==> src/rtl/mem_port_arbiter_pkg.sv <==
// Shared types and constants for the round-robin memory port arbiter.
package mem_arb_pkg;

  localparam int DEF_NREQ   = 4;
  localparam int DEF_ADDR_W = 32;
  localparam int DEF_DATA_W = 32;

  typedef enum logic [1:0] {
    ST_IDLE      = 2'd0,
    ST_ISSUE     = 2'd1,
    ST_WAIT_RESP = 2'd2,
    ST_DONE      = 2'd3
  } arb_state_e;

  // Index width never drops below one bit, even for a single requester.
  function automatic int idx_w(input int n);
    return (n < 2) ? 1 : $clog2(n);
  endfunction

endpackage

==> src/rtl/mem_port_arbiter_if.sv <==
// Requester-side and memory-side signals of the arbiter, grouped as one bundle.
interface mem_port_arbiter_if #(
  parameter int NREQ   = 4,
  parameter int ADDR_W = 32,
  parameter int DATA_W = 32
);
  import mem_arb_pkg::*;

  localparam int IDX_W = idx_w(NREQ);

  logic [NREQ-1:0]        req_valid;
  logic [NREQ-1:0]        req_we;
  logic [NREQ*ADDR_W-1:0] req_addr;
  logic [NREQ*DATA_W-1:0] req_wdata;
  logic [NREQ-1:0]        done;
  logic [DATA_W-1:0]      rdata;
  logic                   busy;
  logic [IDX_W-1:0]       gnt_id;
  logic                   mem_req;
  logic                   mem_we;
  logic [ADDR_W-1:0]      mem_addr;
  logic [DATA_W-1:0]      mem_wdata;
  logic                   mem_ready;
  logic                   mem_rvalid;
  logic [DATA_W-1:0]      mem_rdata;

  modport slave (
    input  req_valid, req_we, req_addr, req_wdata, mem_ready, mem_rvalid, mem_rdata,
    output done, rdata, busy, gnt_id, mem_req, mem_we, mem_addr, mem_wdata
  );

  modport master (
    output req_valid, req_we, req_addr, req_wdata, mem_ready, mem_rvalid, mem_rdata,
    input  done, rdata, busy, gnt_id, mem_req, mem_we, mem_addr, mem_wdata
  );

endinterface

==> src/rtl/mem_port_arbiter_rr_picker.sv <==
// Combinational round-robin pick: first set request bit at or after i_ptr, wrapping.
module rr_picker
  import mem_arb_pkg::*;
#(
  parameter int NREQ  = DEF_NREQ,
  parameter int IDX_W = idx_w(NREQ)
) (
  input  logic [NREQ-1:0]  i_req,
  input  logic [IDX_W-1:0] i_ptr,
  output logic             o_found,
  output logic [IDX_W-1:0] o_idx
);

  localparam logic [IDX_W:0] NREQ_W = (IDX_W+1)'(NREQ);

  logic [NREQ-1:0] w_rot;
  logic [IDX_W:0]  w_ofs;
  logic [IDX_W:0]  w_sum;

  // Rotate so bit 0 is the pointer position, then find the lowest set bit.
  always_comb begin
    w_rot   = NREQ'({i_req, i_req} >> i_ptr);
    o_found = 1'b0;
    w_ofs   = '0;
    for (int k = NREQ - 1; k >= 0; k--) begin
      if (w_rot[k]) begin
        o_found = 1'b1;
        w_ofs   = (IDX_W+1)'(k);
      end
    end
    w_sum = {1'b0, i_ptr} + w_ofs;
    if (w_sum >= NREQ_W) begin
      w_sum = w_sum - NREQ_W;
    end
    o_idx = w_sum[IDX_W-1:0];
  end

endmodule

==> src/rtl/mem_port_arbiter.sv <==
// Round-robin arbiter sharing one single-outstanding memory port among NREQ requesters.
module mem_port_arbiter
  import mem_arb_pkg::*;
#(
  parameter int NREQ   = DEF_NREQ,
  parameter int ADDR_W = DEF_ADDR_W,
  parameter int DATA_W = DEF_DATA_W
) (
  input  logic              clk,
  input  logic              rst_l,
  mem_port_arbiter_if.slave bus
);

  localparam int             IDX_W    = idx_w(NREQ);
  localparam logic [IDX_W-1:0] LAST_IDX = IDX_W'(NREQ - 1);

  arb_state_e        r_state;
  arb_state_e        w_next_state;
  logic [IDX_W-1:0]  r_gnt_id;
  logic [IDX_W-1:0]  r_rr_ptr;
  logic              r_we;
  logic [ADDR_W-1:0] r_addr;
  logic [DATA_W-1:0] r_wdata;
  logic [DATA_W-1:0] r_rdata;

  logic              w_pick_found;
  logic [IDX_W-1:0]  w_pick_idx;
  logic              w_sel_we;
  logic [ADDR_W-1:0] w_sel_addr;
  logic [DATA_W-1:0] w_sel_wdata;
  logic [NREQ-1:0]   w_done;
  logic              w_mem_req;
  logic              w_busy;

  rr_picker #(
    .NREQ  (NREQ),
    .IDX_W (IDX_W)
  ) u_picker (
    .i_req   (bus.req_valid),
    .i_ptr   (r_rr_ptr),
    .o_found (w_pick_found),
    .o_idx   (w_pick_idx)
  );

  always_comb begin
    w_sel_we    = 1'b0;
    w_sel_addr  = '0;
    w_sel_wdata = '0;
    for (int i = 0; i < NREQ; i++) begin
      if (w_pick_idx == IDX_W'(i)) begin
        w_sel_we    = bus.req_we[i];
        w_sel_addr  = bus.req_addr[i*ADDR_W +: ADDR_W];
        w_sel_wdata = bus.req_wdata[i*DATA_W +: DATA_W];
      end
    end
  end

  always_ff @(posedge clk or negedge rst_l) begin
    if (!rst_l) begin
      r_state <= ST_IDLE;
    end else begin
      r_state <= w_next_state;
    end
  end

  always_comb begin
    w_next_state = r_state;
    case (r_state)
      ST_IDLE:      if (w_pick_found)   w_next_state = ST_ISSUE;
      ST_ISSUE:     if (bus.mem_ready)  w_next_state = ST_WAIT_RESP;
      ST_WAIT_RESP: if (bus.mem_rvalid) w_next_state = ST_DONE;
      ST_DONE:                          w_next_state = ST_IDLE;
      default:                          w_next_state = ST_IDLE;
    endcase
  end

  always_comb begin
    w_mem_req = (r_state == ST_ISSUE);
    w_busy    = (r_state != ST_IDLE);
    w_done    = '0;
    for (int i = 0; i < NREQ; i++) begin
      w_done[i] = (r_state == ST_DONE) && (r_gnt_id == IDX_W'(i));
    end
  end

  // Request fields are captured only at grant; later requester changes are ignored.
  always_ff @(posedge clk or negedge rst_l) begin
    if (!rst_l) begin
      r_gnt_id <= '0;
      r_rr_ptr <= '0;
      r_we     <= 1'b0;
      r_addr   <= '0;
      r_wdata  <= '0;
      r_rdata  <= '0;
    end else begin
      if ((r_state == ST_IDLE) && w_pick_found) begin
        r_gnt_id <= w_pick_idx;
        r_we     <= w_sel_we;
        r_addr   <= w_sel_addr;
        r_wdata  <= w_sel_wdata;
      end
      if ((r_state == ST_WAIT_RESP) && bus.mem_rvalid && !r_we) begin
        r_rdata <= bus.mem_rdata;
      end
      if (r_state == ST_DONE) begin
        r_rr_ptr <= (r_gnt_id == LAST_IDX) ? '0 : r_gnt_id + IDX_W'(1);
      end
    end
  end

  assign bus.done      = w_done;
  assign bus.rdata     = r_rdata;
  assign bus.busy      = w_busy;
  assign bus.gnt_id    = r_gnt_id;
  assign bus.mem_req   = w_mem_req;
  assign bus.mem_we    = r_we;
  assign bus.mem_addr  = r_addr;
  assign bus.mem_wdata = r_wdata;

endmodule

==> src/flat_wrapper.sv <==
// flat-port wrapper written by rule: the top's interface ports become plain ports
module mem_port_arbiter_flat import mem_arb_pkg::*;
#(
  parameter int NREQ   = DEF_NREQ,
  parameter int ADDR_W = DEF_ADDR_W,
  parameter int DATA_W = DEF_DATA_W
)
  (clk, rst_l, bus_req_valid, bus_req_we, bus_req_addr, bus_req_wdata, bus_mem_ready, bus_mem_rvalid, bus_mem_rdata, bus_done, bus_rdata, bus_busy, bus_gnt_id, bus_mem_req, bus_mem_we, bus_mem_addr, bus_mem_wdata);
  mem_port_arbiter_if #(.NREQ(NREQ), .ADDR_W(ADDR_W), .DATA_W(DATA_W)) bus_i ();
  input  logic clk;
  input  logic rst_l;
  input wire logic [$bits(bus_i.req_valid)-1:0] bus_req_valid;
  input wire logic [$bits(bus_i.req_we)-1:0] bus_req_we;
  input wire logic [$bits(bus_i.req_addr)-1:0] bus_req_addr;
  input wire logic [$bits(bus_i.req_wdata)-1:0] bus_req_wdata;
  input wire logic [$bits(bus_i.mem_ready)-1:0] bus_mem_ready;
  input wire logic [$bits(bus_i.mem_rvalid)-1:0] bus_mem_rvalid;
  input wire logic [$bits(bus_i.mem_rdata)-1:0] bus_mem_rdata;
  output wire logic [$bits(bus_i.done)-1:0] bus_done;
  output wire logic [$bits(bus_i.rdata)-1:0] bus_rdata;
  output wire logic [$bits(bus_i.busy)-1:0] bus_busy;
  output wire logic [$bits(bus_i.gnt_id)-1:0] bus_gnt_id;
  output wire logic [$bits(bus_i.mem_req)-1:0] bus_mem_req;
  output wire logic [$bits(bus_i.mem_we)-1:0] bus_mem_we;
  output wire logic [$bits(bus_i.mem_addr)-1:0] bus_mem_addr;
  output wire logic [$bits(bus_i.mem_wdata)-1:0] bus_mem_wdata;
  assign bus_i.req_valid = bus_req_valid;
  assign bus_i.req_we = bus_req_we;
  assign bus_i.req_addr = bus_req_addr;
  assign bus_i.req_wdata = bus_req_wdata;
  assign bus_i.mem_ready = bus_mem_ready;
  assign bus_i.mem_rvalid = bus_mem_rvalid;
  assign bus_i.mem_rdata = bus_mem_rdata;
  assign bus_done = bus_i.done;
  assign bus_rdata = bus_i.rdata;
  assign bus_busy = bus_i.busy;
  assign bus_gnt_id = bus_i.gnt_id;
  assign bus_mem_req = bus_i.mem_req;
  assign bus_mem_we = bus_i.mem_we;
  assign bus_mem_addr = bus_i.mem_addr;
  assign bus_mem_wdata = bus_i.mem_wdata;
  mem_port_arbiter #(.NREQ(NREQ), .ADDR_W(ADDR_W), .DATA_W(DATA_W)) u_core (.clk(clk), .rst_l(rst_l), .bus(bus_i));
endmodule
==> config.mk <==
export PLATFORM = sky130hd
export DESIGN_NAME = mem_port_arbiter_flat
export DESIGN_NICKNAME = d
export VERILOG_FILES = /design/src/rtl/mem_port_arbiter_pkg.sv /design/src/rtl/mem_port_arbiter_if.sv /design/src/rtl/mem_port_arbiter_rr_picker.sv /design/src/rtl/mem_port_arbiter.sv /design/src/flat_wrapper.sv
export SDC_FILE = /design/constraint.sdc
export NUM_CORES = 1
export LEC_CHECK = 0
export ABC_AREA = 1
export ABC_CLOCK_PERIOD_IN_PS = 2890
export CAP_MARGIN = 20
export CORE_AREA = 2 2 157 159
export CTS_BUF_LIST = sky130_fd_sc_hd__clkbuf_8
export DETAILED_ROUTE_END_ITERATION = 12
export DIE_AREA = 0 0 159 161
export PLACE_DENSITY = 0.69
export SYNTH_ARGS = -nofsm -noshare
export SYNTH_HDL_FRONTEND = slang
export SYNTH_HIERARCHICAL = 1
export SYNTH_SLANG_ARGS = --single-unit
==> constraint.sdc <==
create_clock -name clk -period 2.89 [get_ports clk]
set_input_delay 0.289 -clock clk [delete_from_list [all_inputs] [get_ports clk]]
set_output_delay 0.289 -clock clk [all_outputs]
set_load 0.01 [all_outputs]
==> results of run 1 <==
[registers in the layout, indices dropped and copies added, names as in the netlist]
register              cells
u_core/bus.rdata         32
u_core/bus.mem_we         1
u_core/r_rr_ptr           2
u_core/bus.mem_addr      32
u_core/bus.mem_wdata     32
u_core/bus.gnt_id         2
u_core/r_state            2
[worst max-delay path by stage]
stage                               end  depth (start not counted)  slack [ns]          startpoint
2_1_floorplan  u_core/bus.mem_wdata[28]                         18        0.68  u_core/r_rr_ptr[0]
3_3_place_gp    u_core/bus.mem_addr[14]                         17        0.02    bus_req_valid[1]
3_5_place_dp    u_core/bus.mem_addr[14]                         17       -0.05    bus_req_valid[1]
4_1_cts         u_core/bus.mem_addr[14]                         17        0.07  u_core/r_rr_ptr[0]
5_1_grt         u_core/bus.mem_addr[19]                         18       0.001  u_core/r_rr_ptr[0]
6_report        u_core/bus.mem_addr[19]                         18        0.22  u_core/r_rr_ptr[0]
[through the flow]
| step | area [sq um] | std cells | utilization | worst slack, ns | hold WS, ns |
|---|---|---|---|---|---|
| 5_1_grt | 10900 | 1636 | 0.453 | 0.00146 | 0.424 |
| 4_1_cts | 10800 | 1634 | 0.452 | 0.0660 | 0.409 |
| 3_3_place_gp | 10600 | 1617 | 0.444 | 0.0188 | 0.292 |
| 6_report | 10900 | 1636 | 0.453 | 0.221 | 0.407 |
| 2_1_floorplan | 6260 | 929 | - | 0.680 | -0.00659 |
| 3_5_place_dp | 10600 | 1617 | 0.444 | -0.0515 | 0.295 |
[cell type report]
type                       instances  area share
clock inverter                     5     0.00438
tap                              324      0.0373
clock buffer                      11      0.0139
inverter                          51      0.0176
timing repair buffer             429       0.400
sequential                       103       0.238
multi-input combinational        713       0.289
[repair_timing]
action                                  in CTS  in global routing
hold endpoints to repair                    34                  0
endpoints found under the setup margin       0                 53
hold buffers                                 1                  0
gates resized for setup                      0                  2
buffers inserted                             0                  2
[report_power, final]
part / internal, mW / switching [mW] / leakage [nW]
clock: 0.379 / 0.578 / 0.100
combinational: 4.40 / 6.53 / 3.61
sequential: 2.18 / 0.421 / 1.28
total: 6.96 / 7.53 / 4.99
[kinds of logic (layout without fill, tap and decap cells)]
family          after synthesis  after routing  share of synthesized area
fa+ha+maj                    10             10                     0.0200
xor+xnor                      1              1                    0.00140
mux                           2              2                    0.00360
buf+inv                     113            496                     0.0910
flops                       103            103                      0.412
compound gates              102            102                     0.0820
simple gates                598            598                      0.390
[worst reg2reg max path: stages (launching register included)]
cell      delay [ns]
dfrtp_2         0.43
inv_2           0.07
nand2_1         0.08
nand3_1         0.09
nand2_2         0.11
nand3_1         0.07
a21boi_1        0.20
ha_4            0.16
xor2_1          0.19
inv_1           0.06
nand3_1         0.12
nand2_4         0.10
buf_12          0.18
inv_2           0.17
buf_4           0.20
nand3_1         0.15
nand3_1         0.12
nand2_1         0.07
nand2_1         0.06
[layer usage]
metal  track usage  vias to the layer above  share of wire
li1              -                     3695              -
met1         0.239                     3326           0.42
met2         0.336                      297           0.49
met3        0.0431                       37          0.063
met4        0.0678                        0          0.028
met5             0                        -              0
[cell usage in the layout, fill, tap and decap left out]
cell type and instances:
clkdlybuf4s50_1 403, nand2_1 318, nand3_1 142, nor2_1 132, dfrtp_1 102, o21ai_0 98, inv_1 47, buf_4 16
clkbuf_8 11, ha_1 9, buf_12 9, inv_2 4, o21ai_1 3, inv_8 2, nand2_4 2, nand2_2 2
mux2_2 2, clkinv_4 1, clkinvlp_4 1, inv_6 1, dlygate4sd3_1 1, nor2_4 1, nand3b_1 1, dfrtp_2 1
a21boi_1 1, xor2_1 1, ha_4 1
==> results.md, run 1 <==
* Total Wirelength at 25700 microns
* Pwr/cell area at 1330 nW/um^2
* CTS tree: done
* Gate Count Post-Synth at 929
* Antenna viol nets, final at 0
* Fillers at between 2000 and 2500
* Largest net degree at the start of global routing at 65
* Leakage at 4.99 nW
* CP most frequent cell: nand3_1
* Critical Path RT at 3.20 ns
* Overflow after GRT at 0
* Max Fclk at about 0.37 GHz
* Area delta synth->final at 73.5%
* Final Max Slew Viols at 0
* H-tree Lvls at 3
* Sum Neg Setup Slack at 0 ns
* Gpl congestion at between 0.8 and 0.9
* I/O Pins at about 400
* Synth async-reset ratio at 1.00
* Register area at 2580 sq um
* DR pass1 iterations at 5
* Fin crit period at 2.67 ns
* Final setup fails at 0
* Worst slew pin tran at roughly 0.54 ns
* Worst Reg-to-Reg Cells at 18
* Vias in the first global route at 7162
* R2R Path End: u_core/bus.mem_addr[19]
* R2R setup slack at between 0.2 and 0.25 ns
* First-pass GRT wire length at 39700 microns
* Cell chain of the critical path: inv_2, nand2_1, nand3_1, nand2_2, nand3_1, a21boi_1, ha_4, xor2_1, inv_1, nand3_1, nand2_4, buf_12, inv_2, buf_4, nand3_1, nand3_1, nand2_1, nand2_1
* DRC violations left at 0
* Crit share post-route at 0.923
* Drt via density at 4.50
* Detailed placement HPWL at 19500 microns
* Max Cap Violations at 0
* Port Buffer Count at 404
* Clk slew on worst S/H paths at between 0.1 and 0.15 ns
* Slew headroom at 0.642
* Initial Util at 0.261
* Die Span Y at 161 microns
* Clock Latency Late Sink at between 0.3 and 0.4 ns
* Fraction of layout instances using a drive strength above 1 at 0.0412
* Worst min path class: in -> async
* Setup crit start kind: flip-flop
* Gr usage total at 0.194
* TritonCTS Buffers at 9
* Crit. End Element: flip-flop
* Detailed router's first-iteration violation count at roughly 400
* Die area at 25600 sq um
* Die Wd at 159 microns
* CTS sink count at 103
* Top cells by count, synth: nand2_1 (319), nand3_1 (142), nor2_1 (132)
* Clock skew at 0.0176 ns
* ANT cells at 0
* Family with the most delay on the worst path: simple AND/OR/NAND/NOR gates
* Core area at around 24000 sq um
* Clk buf depth at 2
* Mean post-synth cell area at 6.74 sq um
* Initial antenna violation count at 0
* Unique masters post-synth at 19
* Share of the synthesized area in the top cell type at 0.412
* Yosys reg bits at 103
* Mapped Nets at 1239
* Status: completed
* Root Buffer: clkbuf_8
* CP max-delay cell: dfrtp_2
* Wirelength per Cell at 15.7 microns
* Primary FF master, synth: dfrtp_1
* Sequential area share after synthesis at 0.412
* Synth Warn # at 6
* Setup repair after global routing missed its margin: no
* Tot Pwr at 14.5 mW
* Final Hold Viols at 0
* Rows at 57
* Post-Syn Area at approximately 6300 sq um
* Nets at approximately 1600
* FF-to-FF Start: u_core/r_rr_ptr[0]
* Cell with the most instances after synthesis: nand2_1
* Routed vias at around 7400
* Ranking of synthesized cells by area: dfrtp_1 (41%), nand2_1 (19%), nand3_1 (11%)
* Peak supply drop at 0.000813 V
* CP Class: reg -> reg
* EDFF count, synth at 0
* Dominant cell type by area after synthesis: dfrtp_1
* CP Buf/Inv Count at 5
* Multi-input logic area at 3140 sq um
* Crit path DAT at 2.98 ns
* Max incr delay on CP at 0.43 ns
* Crit Path Max Fanout at slightly below 50
(Power assumes the default switching activity.)
==> run 2, diff against run 1 <==
--- a/config.mk
+++ b/config.mk
@@ -6,7 +6,7 @@
 export NUM_CORES = 1
 export LEC_CHECK = 0
 export ABC_AREA = 1
-export ABC_CLOCK_PERIOD_IN_PS = 2890
+export ABC_CLOCK_PERIOD_IN_PS = 2900
 export CAP_MARGIN = 20
 export CORE_AREA = 2 2 157 159
 export CTS_BUF_LIST = sky130_fd_sc_hd__clkbuf_8
==> constraint.sdc (replaced) <==
create_clock -name clk -period 2.9 [get_ports clk]
set_input_delay 0.29 -clock clk [delete_from_list [all_inputs] [get_ports clk]]
set_output_delay 0.29 -clock clk [all_outputs]
set_load 0.01 [all_outputs]
==> run 2 against run 1 <==
- utilization hardly changed
- cell count fell by 0.18%
- fmax is essentially flat
- total power decreased by 0.18%
- sequential power is essentially flat
- via count down 0.87%
- combinational power about the same
- die area unchanged
- register-to-register slack hardly changed
- critical endpoint unchanged
==> results.md, run 2 (synthesized netlist as in run 1, its figures left out) <==
* Rows at 57
* DRC violations left at 0
* Clock Latency Late Sink at 0.39 ns
* Worst slew pin tran at roughly 0.65 ns
* Fin crit period at 2.67 ns
* Peak supply drop at 0.000835 V
* Nets at 1614
* Initial antenna violation count at 0
* Clock skew at 0.0253 ns
* Status: completed
* I/O Pins at 405
* Final Max Slew Viols at 0
* Detailed placement HPWL at about 19000 microns
* ANT cells at 0
* TritonCTS Buffers at 9
* CP Class: reg -> reg
* CTS sink count at 103
* Largest net degree at the start of global routing at 65
* Max Cap Violations at 0
* Crit path DAT at 2.99 ns
* Drt via density at 4.46
* Port Buffer Count at 404
* Family with the most delay on the worst path: simple AND/OR/NAND/NOR gates
* Layout Utilization at 0.453
* Crit Path Max Fanout at 49
* GR Util met1 at 0.231
* Overflow after GRT at 0
* Most frequent cells in the layout: clkdlybuf4s50_1 (403), nand2_1 (318), nand3_1 (142)
* Crit share post-route at 0.920
* Setup repair after global routing missed its margin: no
* Die area at 25600 sq um
* Max Fclk at between 0.3 and 0.4 GHz
* Final setup fails at 0
* CP most frequent cell: nand3_1
* H-tree Lvls at 3
* CP max-delay cell: dfrtp_1
* CP Buf/Inv Count at 5
* Tot Pwr at 14.5 mW
* Final Hold Viols at 0
* Leakage at about 5 nW
* Total Wirelength at about 25000 microns
* Fraction of layout instances using a drive strength above 1 at 0.0382
* Core area at 24000 sq um
* Cell chain of the critical path: inv_2, nand3_1, nand2_2, nand3_1, a21boi_1, ha_4, xor2_1, inv_1, nand3_1, nand2_4, buf_12, inv_2, buf_4, nand3_1, nand3_1, nand2_1, nand2_1
* Detailed router's first-iteration violation count at 415
* Finished Cell Area at between 10000 and 15000 sq um
* CTS tree: done
* Area after DPL at 10600 sq um
* Commonest non-fill, non-tap cell in the layout: clkdlybuf4s50_1
* Crit. End Element: flip-flop
* Fillers at around 2500
* Setup crit start kind: flip-flop
* Vias in the first global route at 7144
* Wirelength per Cell at around 16 microns
* Max incr delay on CP at 0.49 ns
* Routed vias at 7291
* Area delta synth->final at 73.4%
* Die Wd at 159 microns
* First-pass GRT wire length at 38900 microns
* Pwr/cell area at 1330 nW/um^2
* Gr usage total at 0.192
* Clk slew on worst S/H paths at between 0.1 and 0.15 ns
* Most Crowded Layer GR: met2
* Initial Util at 0.261
* Clk buf depth at 2
* Antenna viol nets, final at 0
* Gpl congestion at 0.918
* Multi-input logic area at 3140 sq um
* Die Span Y at about 160 microns
* Worst min path class: in -> reg
* Root Buffer: clkbuf_8
* Register area at between 2000 and 3000 sq um
* GR Util met2 at 0.343
* DR pass1 iterations at 5
* Critical Path RT at 3.22 ns
* Slew headroom at 0.566
* Met3 Usage GRT at 0.0378
[run 2: per-layer routing]
metal | wire length, microns | vias up
met2 | 13000 | 251
li1 | - | 3691
met5 | 0 | -
met1 | 10500 | 3316
met3 | 1430 | 33
met4 | 558 | 0
[run 2: worst paths after layout]
check,from,endpoint,slack [ns],cells past startpoint
max reg2reg,u_core/r_rr_ptr[1],u_core/bus.mem_addr[19],0.23,17
min in group asynchronous,rst_l,u_core/bus.mem_wdata[24],0.45,2
min,bus_mem_rdata[11],u_core/bus.rdata[11],0.43,3
min reg2reg,u_core/bus.mem_addr[6],u_core/bus.mem_addr[6],0.49,2
max,u_core/r_rr_ptr[1],u_core/bus.mem_addr[19],0.23,17
max in group asynchronous,rst_l,u_core/bus.mem_addr[20],1.65,3
[run 2: what timing repair did]
item,in CTS,in global routing
setup buffers,0,1
hold buffers,1,0
gates resized for setup,0,1
endpoints found under the setup margin,0,49
endpoints found under the hold margin,42,0
[run 2: tightest hold or removal path: cells and delay by family]
kind | cells | cell delay [ns]
compound gates | 1 | 0.07
buf+inv | 2 | 0.43
[run 2: final cells by class]
type | count | share of cell area
repair buffers | 426 | 0.399
multi-input cells | 713 | 0.289
clock inverters | 7 | 0.00738
flip-flops and latches | 103 | 0.238
well taps | 324 | 0.0374
inverters | 51 | 0.0176
clock buffers | 9 | 0.0114
[run 2: stage by stage]
stage | hold slack (ns) | setup slack [ns] | instances | TNS [ns]
floorplan | -0.00559 | 0.690 | 929 | 0
global placement | 0.347 | 0.0419 | 1615 | 0
detailed placement | 0.343 | -0.00122 | 1615 | -0.00122
CTS | 0.405 | 0.126 | 1632 | 0
global route | 0.431 | 0.00940 | 1633 | 0
finish | 0.430 | 0.231 | 1633 | 0
[run 2: power by group]
part | total [mW] | switching [mW] | internal [mW] | leakage, nW
logic | 10.9 | 6.48 | 4.39 | 3.60
registers | 2.59 | 0.420 | 2.17 | 1.28
clock network | 0.992 | 0.580 | 0.412 | 0.107
